`config.mk`:
```
export PLATFORM = sky130hd
export DESIGN_NAME = pulse_cnt_frame_tx
export DESIGN_NICKNAME = d
export VERILOG_FILES = /design/src/rtl/pulse_cnt_frame_tx.sv
export SDC_FILE = /design/constraint.sdc
export NUM_CORES = 1
export LEC_CHECK = 0
export BUFFER_PORTS_ARGS = -buffer_cell sky130_fd_sc_hd__buf_2
export CAP_MARGIN = 20
export CORE_MARGIN = 3
export CORE_UTILIZATION = 30
export CTS_CLUSTER_SIZE = 28
export DETAILED_ROUTE_END_ITERATION = 8
export GPL_TIMING_DRIVEN = 0
export PLACE_DENSITY_LB_ADDON = 0.08
export SKIP_LAST_GASP = 1
export SYNTH_ARGS = -nofsm -noshare
export SYNTH_HDL_FRONTEND = slang
export SYNTH_SLANG_ARGS = --single-unit
export TNS_END_PERCENT = 1
```
`constraint.sdc`:
```
create_clock -name clk -period 8.4 [get_ports clk]
set_clock_uncertainty 0.1 [all_clocks]
set_input_delay 0.84 -clock clk [delete_from_list [all_inputs] [get_ports clk]]
set_output_delay 0.84 -clock clk [all_outputs]
set_load 0.005 [all_outputs]
```
`src/rtl/pulse_cnt_frame_tx.sv`:
```
// ---------------------------------------------------------------------------
// pulse_cnt_frame_tx
//   Snapshots the four channel counts of the pulse counter when the gating
//   enable closes (i_en 1->0) and sends them as one fixed-length byte frame
//   on a valid/ready byte stream:
//     HDR, cnt0 (MSB byte first) .. cnt3, CHK (XOR of every preceding byte)
//
// Ports
//   clk        : clock, rising edge
//   rst_n      : asynchronous reset, active-HIGH (legacy name kept)
//   i_en       : counter gate enable
//   i_cnt0..3  : channel counts, CNT_W bits each
//   o_tdata    : frame byte
//   o_tvalid   : o_tdata valid
//   i_tready   : sink ready; a byte moves when o_tvalid & i_tready at clk edge
//   o_busy     : high from fall detect until the last byte is accepted
//   o_overrun  : one-cycle pulse when a window close is dropped while busy
// ---------------------------------------------------------------------------
module pulse_cnt_frame_tx #(
    parameter int unsigned CNT_W   = 16,
    parameter int unsigned CAP_DLY = 2,
    parameter logic [7:0]  HDR     = 8'hA5
) (
    input  logic             clk,
    input  logic             rst_n,
    input  logic             i_en,
    input  logic [CNT_W-1:0] i_cnt0,
    input  logic [CNT_W-1:0] i_cnt1,
    input  logic [CNT_W-1:0] i_cnt2,
    input  logic [CNT_W-1:0] i_cnt3,
    output logic [7:0]       o_tdata,
    output logic             o_tvalid,
    input  logic             i_tready,
    output logic             o_busy,
    output logic             o_overrun
);

    localparam int unsigned BODY_LEN  = 4 * (CNT_W / 8);
    localparam int unsigned FRAME_LEN = BODY_LEN + 2;
    localparam int unsigned FRAME_W   = FRAME_LEN * 8;
    localparam int unsigned IDX_W     = $clog2(FRAME_LEN);
    localparam int unsigned DLY_W     = $clog2(CAP_DLY + 1);

    localparam logic [IDX_W-1:0] LAST_IDX = IDX_W'(FRAME_LEN - 1);
    localparam logic [DLY_W-1:0] DLY_DONE = DLY_W'(CAP_DLY);

    typedef enum logic [1:0] {
        ST_IDLE = 2'd0,
        ST_WAIT = 2'd1,
        ST_SEND = 2'd2
    } state_t;

    // Checksum: header XOR every body byte.
    function automatic logic [7:0] frame_chk(input logic [4*CNT_W-1:0] body);
        logic [7:0] acc;
        acc = HDR;
        for (int i = 0; i < int'(BODY_LEN); i++) begin
            acc = acc ^ body[i*8 +: 8];
        end
        return acc;
    endfunction

    // Byte idx of the frame; byte 0 sits in the top bits.
    function automatic logic [7:0] frame_byte(input logic [FRAME_W-1:0] frame,
                                              input logic [IDX_W-1:0]   idx);
        logic [7:0] sel;
        sel = 8'h00;
        for (int i = 0; i < int'(FRAME_LEN); i++) begin
            if (idx == IDX_W'(i)) begin
                sel = frame[(int'(FRAME_LEN) - 1 - i)*8 +: 8];
            end else begin
                sel = sel;
            end
        end
        return sel;
    endfunction

    state_t             state_r, state_nxt;
    logic               en_d_r;
    logic [DLY_W-1:0]   dly_r, dly_nxt;
    logic [IDX_W-1:0]   idx_r, idx_nxt;
    logic [7:0]         tdata_r, tdata_nxt;
    logic               tvalid_r, tvalid_nxt;
    logic               busy_r, busy_nxt;
    logic               overrun_r, overrun_nxt;
    logic [FRAME_W-1:0] frame_r;
    logic [4*CNT_W-1:0] body_s;
    logic [FRAME_W-1:0] frame_new_s;
    logic               fall_s;
    logic               snap_en_s;

    assign fall_s      = en_d_r & ~i_en;
    assign body_s      = {i_cnt0, i_cnt1, i_cnt2, i_cnt3};
    assign frame_new_s = {HDR, body_s, frame_chk(body_s)};

    assign o_tdata   = tdata_r;
    assign o_tvalid  = tvalid_r;
    assign o_busy    = busy_r;
    assign o_overrun = overrun_r;

    // Enable delay register for falling-edge detection.
    always_ff @(posedge clk or posedge rst_n) begin
        if (rst_n) begin
            en_d_r <= 1'b0;
        end else begin
            en_d_r <= i_en;
        end
    end

    // FSM state register.
    always_ff @(posedge clk or posedge rst_n) begin
        if (rst_n) begin
            state_r <= ST_IDLE;
        end else begin
            state_r <= state_nxt;
        end
    end

    // Next-state, counters and registered-output next values.
    always_comb begin
        state_nxt   = state_r;
        dly_nxt     = dly_r;
        idx_nxt     = idx_r;
        tdata_nxt   = tdata_r;
        tvalid_nxt  = tvalid_r;
        busy_nxt    = busy_r;
        snap_en_s   = 1'b0;

        // A close seen while anything is in flight (including the edge that
        // accepts the last byte) is dropped and flagged.
        if (fall_s && (state_r != ST_IDLE)) begin
            overrun_nxt = 1'b1;
        end else begin
            overrun_nxt = 1'b0;
        end

        case (state_r)
            ST_IDLE: begin
                if (fall_s) begin
                    state_nxt = ST_WAIT;
                    dly_nxt   = DLY_W'(1);
                    busy_nxt  = 1'b1;
                end else begin
                    state_nxt = ST_IDLE;
                end
            end
            ST_WAIT: begin
                // Counter started at 1 on the fall edge, so equality with
                // CAP_DLY lands exactly CAP_DLY edges after the fall.
                if (dly_r == DLY_DONE) begin
                    snap_en_s  = 1'b1;
                    state_nxt  = ST_SEND;
                    dly_nxt    = '0;
                    idx_nxt    = '0;
                    tdata_nxt  = HDR;
                    tvalid_nxt = 1'b1;
                end else begin
                    dly_nxt = dly_r + DLY_W'(1);
                end
            end
            ST_SEND: begin
                if (tvalid_r && i_tready) begin
                    if (idx_r == LAST_IDX) begin
                        state_nxt  = ST_IDLE;
                        idx_nxt    = '0;
                        tdata_nxt  = 8'h00;
                        tvalid_nxt = 1'b0;
                        busy_nxt   = 1'b0;
                    end else begin
                        idx_nxt   = idx_r + IDX_W'(1);
                        tdata_nxt = frame_byte(frame_r, idx_r + IDX_W'(1));
                    end
                end else begin
                    idx_nxt = idx_r;
                end
            end
            default: begin
                state_nxt  = ST_IDLE;
                dly_nxt    = '0;
                idx_nxt    = '0;
                tdata_nxt  = 8'h00;
                tvalid_nxt = 1'b0;
                busy_nxt   = 1'b0;
            end
        endcase
    end

    // Counters and registered stream/status outputs.
    always_ff @(posedge clk or posedge rst_n) begin
        if (rst_n) begin
            dly_r     <= '0;
            idx_r     <= '0;
            tdata_r   <= 8'h00;
            tvalid_r  <= 1'b0;
            busy_r    <= 1'b0;
            overrun_r <= 1'b0;
        end else begin
            dly_r     <= dly_nxt;
            idx_r     <= idx_nxt;
            tdata_r   <= tdata_nxt;
            tvalid_r  <= tvalid_nxt;
            busy_r    <= busy_nxt;
            overrun_r <= overrun_nxt;
        end
    end

    // Frame snapshot, loaded once per accepted window close.
    always_ff @(posedge clk or posedge rst_n) begin
        if (rst_n) begin
            frame_r <= '0;
        end else if (snap_en_s) begin
            frame_r <= frame_new_s;
        end else begin
            frame_r <= frame_r;
        end
    end

endmodule

```
# Yosys cells after proc, flatten, opt, wreduce, memory -nomap -nowiden
# Cells that the tools add are included.
# totals
reg_bits	93
inputBits	68
output_inout_bits	11
# op_classes
add_sub_neg	2
eq_ne	17
mux	35
n_bitwise	13
reduce_logical	10
# op_table
operator	count
8-bit two-way mux	13
8-bit XOR	7
8-bit case mux with 3 select lines	1
4-bit by 3-bit equality test with 1-bit output, second input constant	4
4-bit equality test, second input constant	3
4-bit two-way mux	3
2-bit case mux with 3 select lines	2
4-bit case mux with 3 select lines	1
2-bit two-way mux	5
4-bit by 2-bit equality test with 1-bit output, second input constant	2
1-bit two-way mux	8
2-bit inequality test, second input constant	4
4-bit AND reduction	2
1-bit case mux with 3 select lines	2
3-bit AND reduction	2
4-bit by 1-bit adder with 4-bit output, second input constant	1
2-bit equality test, second input constant	2
4-bit by 1-bit equality test with 1-bit output, second input constant	1
4-bit zero test	1
1-bit NOT	4
4-bit NOT	1
2-bit by 1-bit adder with 2-bit output, second input constant	1
2-bit by 1-bit equality test with 1-bit output, second input constant	1
1-bit logical AND	2
4 further kinds	4

# Longest topological paths before layout
# logic_depth
depth_word	15
mapped_depth	9

# Worst setup path after synthesis
# Ideal clock, no wire load.
# synth_path
path_kind	reg2reg
start	reg idx_r[0]
end	reg tdata_r[1], in the netlist o_tdata[1]
setup_ps	124
arrival_time_ps	1939
required_time_ps	8176
path_slack_ps	6237
stages_incl_launch_ff	9
n_path_buf	1
path_cell_list	dfrtp_1 ha_1 nand2b_4 o21a_1 o22a_4 buf_6 a211oi_2 a2111oi_2 a211o_1
# synth_via
elab_chain_len	14
# synth_rtl
item	line_no	text
start: declaration	81	logic [IDX_W-1:0] idx_r, idx_nxt;
start signal: assignment	199	idx_r <= idx_nxt;
4-bit by 1-bit adder with 4-bit output	171	tdata_nxt = frame_byte(frame_r, idx_r + IDX_W'(1));
4-bit by 1-bit equality test with 1-bit output	69	if (idx == IDX_W'(i)) begin
8-bit two-way mux (9 in series)	69	
8-bit two-way mux *	163	if (idx_r == LAST_IDX) begin
8-bit two-way mux *	162	if (tvalid_r && i_tready) begin
8-bit case mux with 3 select lines *	137	case (state_r)
end signal: assignment	200	tdata_r <= tdata_nxt;
end: declaration	82	logic [7:0] tdata_r, tdata_nxt;
# Every way passes the cells marked *; elsewhere a longest branch is shown, timed or not. The select of a mux whose other input is x is not followed.
# A chain may end at the register's enable or synchronous reset.

# Final worst setup path
# layout_path
start	reg idx_r[0]
end	reg tdata_r[7], in the netlist o_tdata[7]
# layout_via
elab_chain_len	15
# layout_rtl
item	line_no
4-bit by 1-bit adder with 4-bit output	171
4-bit zero test	69
8-bit two-way mux (10 in series)	69
8-bit two-way mux *	163
8-bit two-way mux *	162
8-bit case mux with 3 select lines *	137
# Marks and branches as above.

==> results.json <==
{
  "final_max_slew_viol_count": 0,
  "rsz0062_at_grt": "no",
  "synth-async-reset-ratio": 1.000,
  "drcViolationCount": 0,
  "max_freq_mhz": 334.6,
  "start_util": 0.3116,
  "antenna_found_initial": 0,
  "gp_congestion": 0.8038,
  "regToRegSetupSlack_ns": 5.41,
  "cts_tree": "yes",
  "multi_input_area_um2": 2534,
  "area_growth_pct": 19.69,
  "insertion_delay_ns": 0.35,
  "slew_headroom": 0.2809,
  "num_antenna_cells": 0,
  "nets": 629,
  "cts.sinks": 93,
  "cp.arrival_ns": 3.11,
  "wire_per_inst_um": 19.26,
  "dieArea_um2": 18390,
  "grt_max_degree": 61,
  "max_slew.worst_pin.slew_ns": 1.071,
  "peakVddDrop_mv": 0.1044,
  "io_pins": 79,
  "yosys_warnings": 0,
  "seq_area_frac_synth": 0.4618,
  "clock_path_buffers": 2,
  "ys_ff_latch": 93,
  "synth_edf_count": 0,
  "ys_types": 53,
  "instances_no_fill": 774,
  "netlist_area_um2": 5040,
  "min_from": "frame_r[72]$_DFFE_PP0P_",
  "syn-num-nets": 539,
  "post_cts_buffers": 0,
  "port_buffers": 78,
  "yosys_most_used_dff": "dfrtp_1",
  "finalCritPeriodShare": 0.3558,
  "core_um2": 16170,
  "via_count": 3781,
  "powerDensity_nw_per_um2": 268.2,
  "crit_type": "flip-flop to flip-flop",
  "hp-class": "flip-flop to flip-flop",
  "die_x_um": 135.6,
  "grt_usage": 0.1691,
  "drtIter0Drc": 243,
  "status": "finished clean",
  "num_rows": 46,
  "grt_pass1_wl_um": 23230,
  "hpwl_um": 10800,
  "seq_area_um2": 2327,
  "worstSetupStartpointType": "flip-flop",
  "worstPathMaxFanout": 9,
  "overflow": 0,
  "crit_start": "idx_r[0]$_DFFE_PP0P_",
  "hold_buffers": 0,
  "cp-end-kind": "flip-flop",
  "hold_viol": 0,
  "drive_gt1_frac": 0.3351,
  "p_leak_nw": 2.609,
  "viasPerCell": 4.885,
  "period_needed_ns": 2.989,
  "cts-buffers-inserted": 9,
  "routed_wl_um": 14910,
  "setup_viol_count_final": 0,
  "h-tree-depth": 3,
  "tns_ns": 0,
  "n_fill_cell": 1619,
  "syn_inst": 463,
  "r2r-start": "idx_r[0]$_DFFE_PP0P_",
  "placed_area_um2": 5731,
  "fp.dieH_um": 135.6,
  "cts_root_buf": "clkbuf_16",
  "final_antenna_net_count": 0,
  "final_area_um2": 6032,
  "path_clk_slew_ns": 0.07,
  "grt_pass1_vias": 3959,
  "avgSynthCellArea_um2": 10.89,
  "drt_pass1_iterations": 4,
  "power_mw": 1.618,
  "drv_cap": 0,
  "dp.cells": 758,
  "cts_resized": 0,
  "crit_required_ns": 8.52
}
## cell usage after synthesis, types with 5 or more instances
cell      number  area (um^2)
a21o_1         8        60.06
a21oi_1       17        85.08
buf_2         14        70.07
clkbuf_1       8        30.03
dfrtp_1       93         2327
ha_1           8        100.1
inv_1         14        52.55
mux2_2        64        720.7
nand2_1       44        165.2
nand2b_1      14        87.58
nor2_1        11        41.29
nor3_1         5        25.02
o21ai_0       28        140.1
o22ai_1       10        62.56
xnor2_1       52        455.4
## per-layer routing
metal,vias up,global-route usage,share of wire
met2,95,0.2483,0.43
met5,-,0,0
met3,14,0.02749,0.048
li1,1833,-,-
met1,1839,0.2500,0.50
met4,0,0.06159,0.016
## sequential cells by signal (all words and copies together) (netlist names)
name,flops
idx_r,4
en_d_r,1
o_tvalid,1
o_busy,1
o_tdata,8
o_overrun,1
state_r,2
dly_r,2
frame_r,73
## through the flow
step | hold slack (ns) | setup slack [ns] | util
after global routing | 0.3727 | 5.266 | 0.3730
after floorplan | 0.3352 | 5.040 | -
after detailed placement | 0.3542 | 5.437 | 0.3543
after CTS | 0.3686 | 5.423 | 0.3730
after global placement | 0.3509 | 3.624 | 0.3525
final | 0.3691 | 5.411 | 0.3730
## placed cells by master, fill, tap and decap left out, drive strengths merged, types with 2 or more instances in the layout
master and count:
a22o 4, o21a 2, a21o 8, clkinv 5, o211ai 4, o22ai 11
clkbuf 18, a21oi 18, and2 3, nor3 5, nand3 4, a211o 4
inv 14, a31oi 4, nand3b 2, a221o 4, nand2b 15, a22oi 3
xnor2 52, mux2 64, buf 96, xor2 4, nand2 45, a211oi 5
ha 8, o21ai 30, nor2 11, a2111oi 4, a221oi 4, dfrtp 93
## path summary, 6_finish.rpt
check / to / depth (start not counted)
min in group asynchronous: frame_r[53]$_DFFE_PP0P_ / 2
max: o_tdata[7]$_DFFE_PP0P_ / 9
min: frame_r[72]$_DFFE_PP0P_ / 1
max in group asynchronous: frame_r[62]$_DFFE_PP0P_ / 3
max reg2reg: o_tdata[7]$_DFFE_PP0P_ / 9
min reg2reg: frame_r[72]$_DFFE_PP0P_ / 1
## worst max-delay path, stage by stage, from the launching register on
cell      delay [ns]
dfrtp_1         0.47
inv_1           0.12
ha_1            0.14
buf_2           0.26
inv_1           0.07
a311oi_1        0.88
a221oi_1        0.18
a22o_1          0.28
a31oi_1         0.24
o21ai_0         0.12
## power by group
| part | internal [mW] | switching, mW | total (mW) |
|---|---|---|---|
| Combinational | 0.248 | 0.200 | 0.447 |
| Clock | 0.238 | 0.180 | 0.419 |
| Sequential | 0.640 | 0.112 | 0.752 |
## layout make-up
class,instances,share of cell area
multi-input combinational,331,0.4200
sequential,93,0.3858
timing repair buffer,79,0.06928
tap,216,0.04480
clock buffer,10,0.03962
buffer,25,0.02095
clock inverter,6,0.01037
inverter,14,0.009127
## logic make-up (layout without fill, tap and decap cells)
| family | after synthesis | after routing | share of synthesized area |
|---|---|---|---|
| flops | 93 | 93 | 0.4618 |
| simple gates | 91 | 91 | 0.08714 |
| xor+xnor | 56 | 56 | 0.09732 |
| fa+ha+maj | 8 | 8 | 0.01986 |
| mux | 64 | 64 | 0.1430 |
| compound gates | 112 | 112 | 0.1554 |
| buf+inv | 39 | 134 | 0.03550 |
Note: power is estimated with default switching activity, not from simulation.
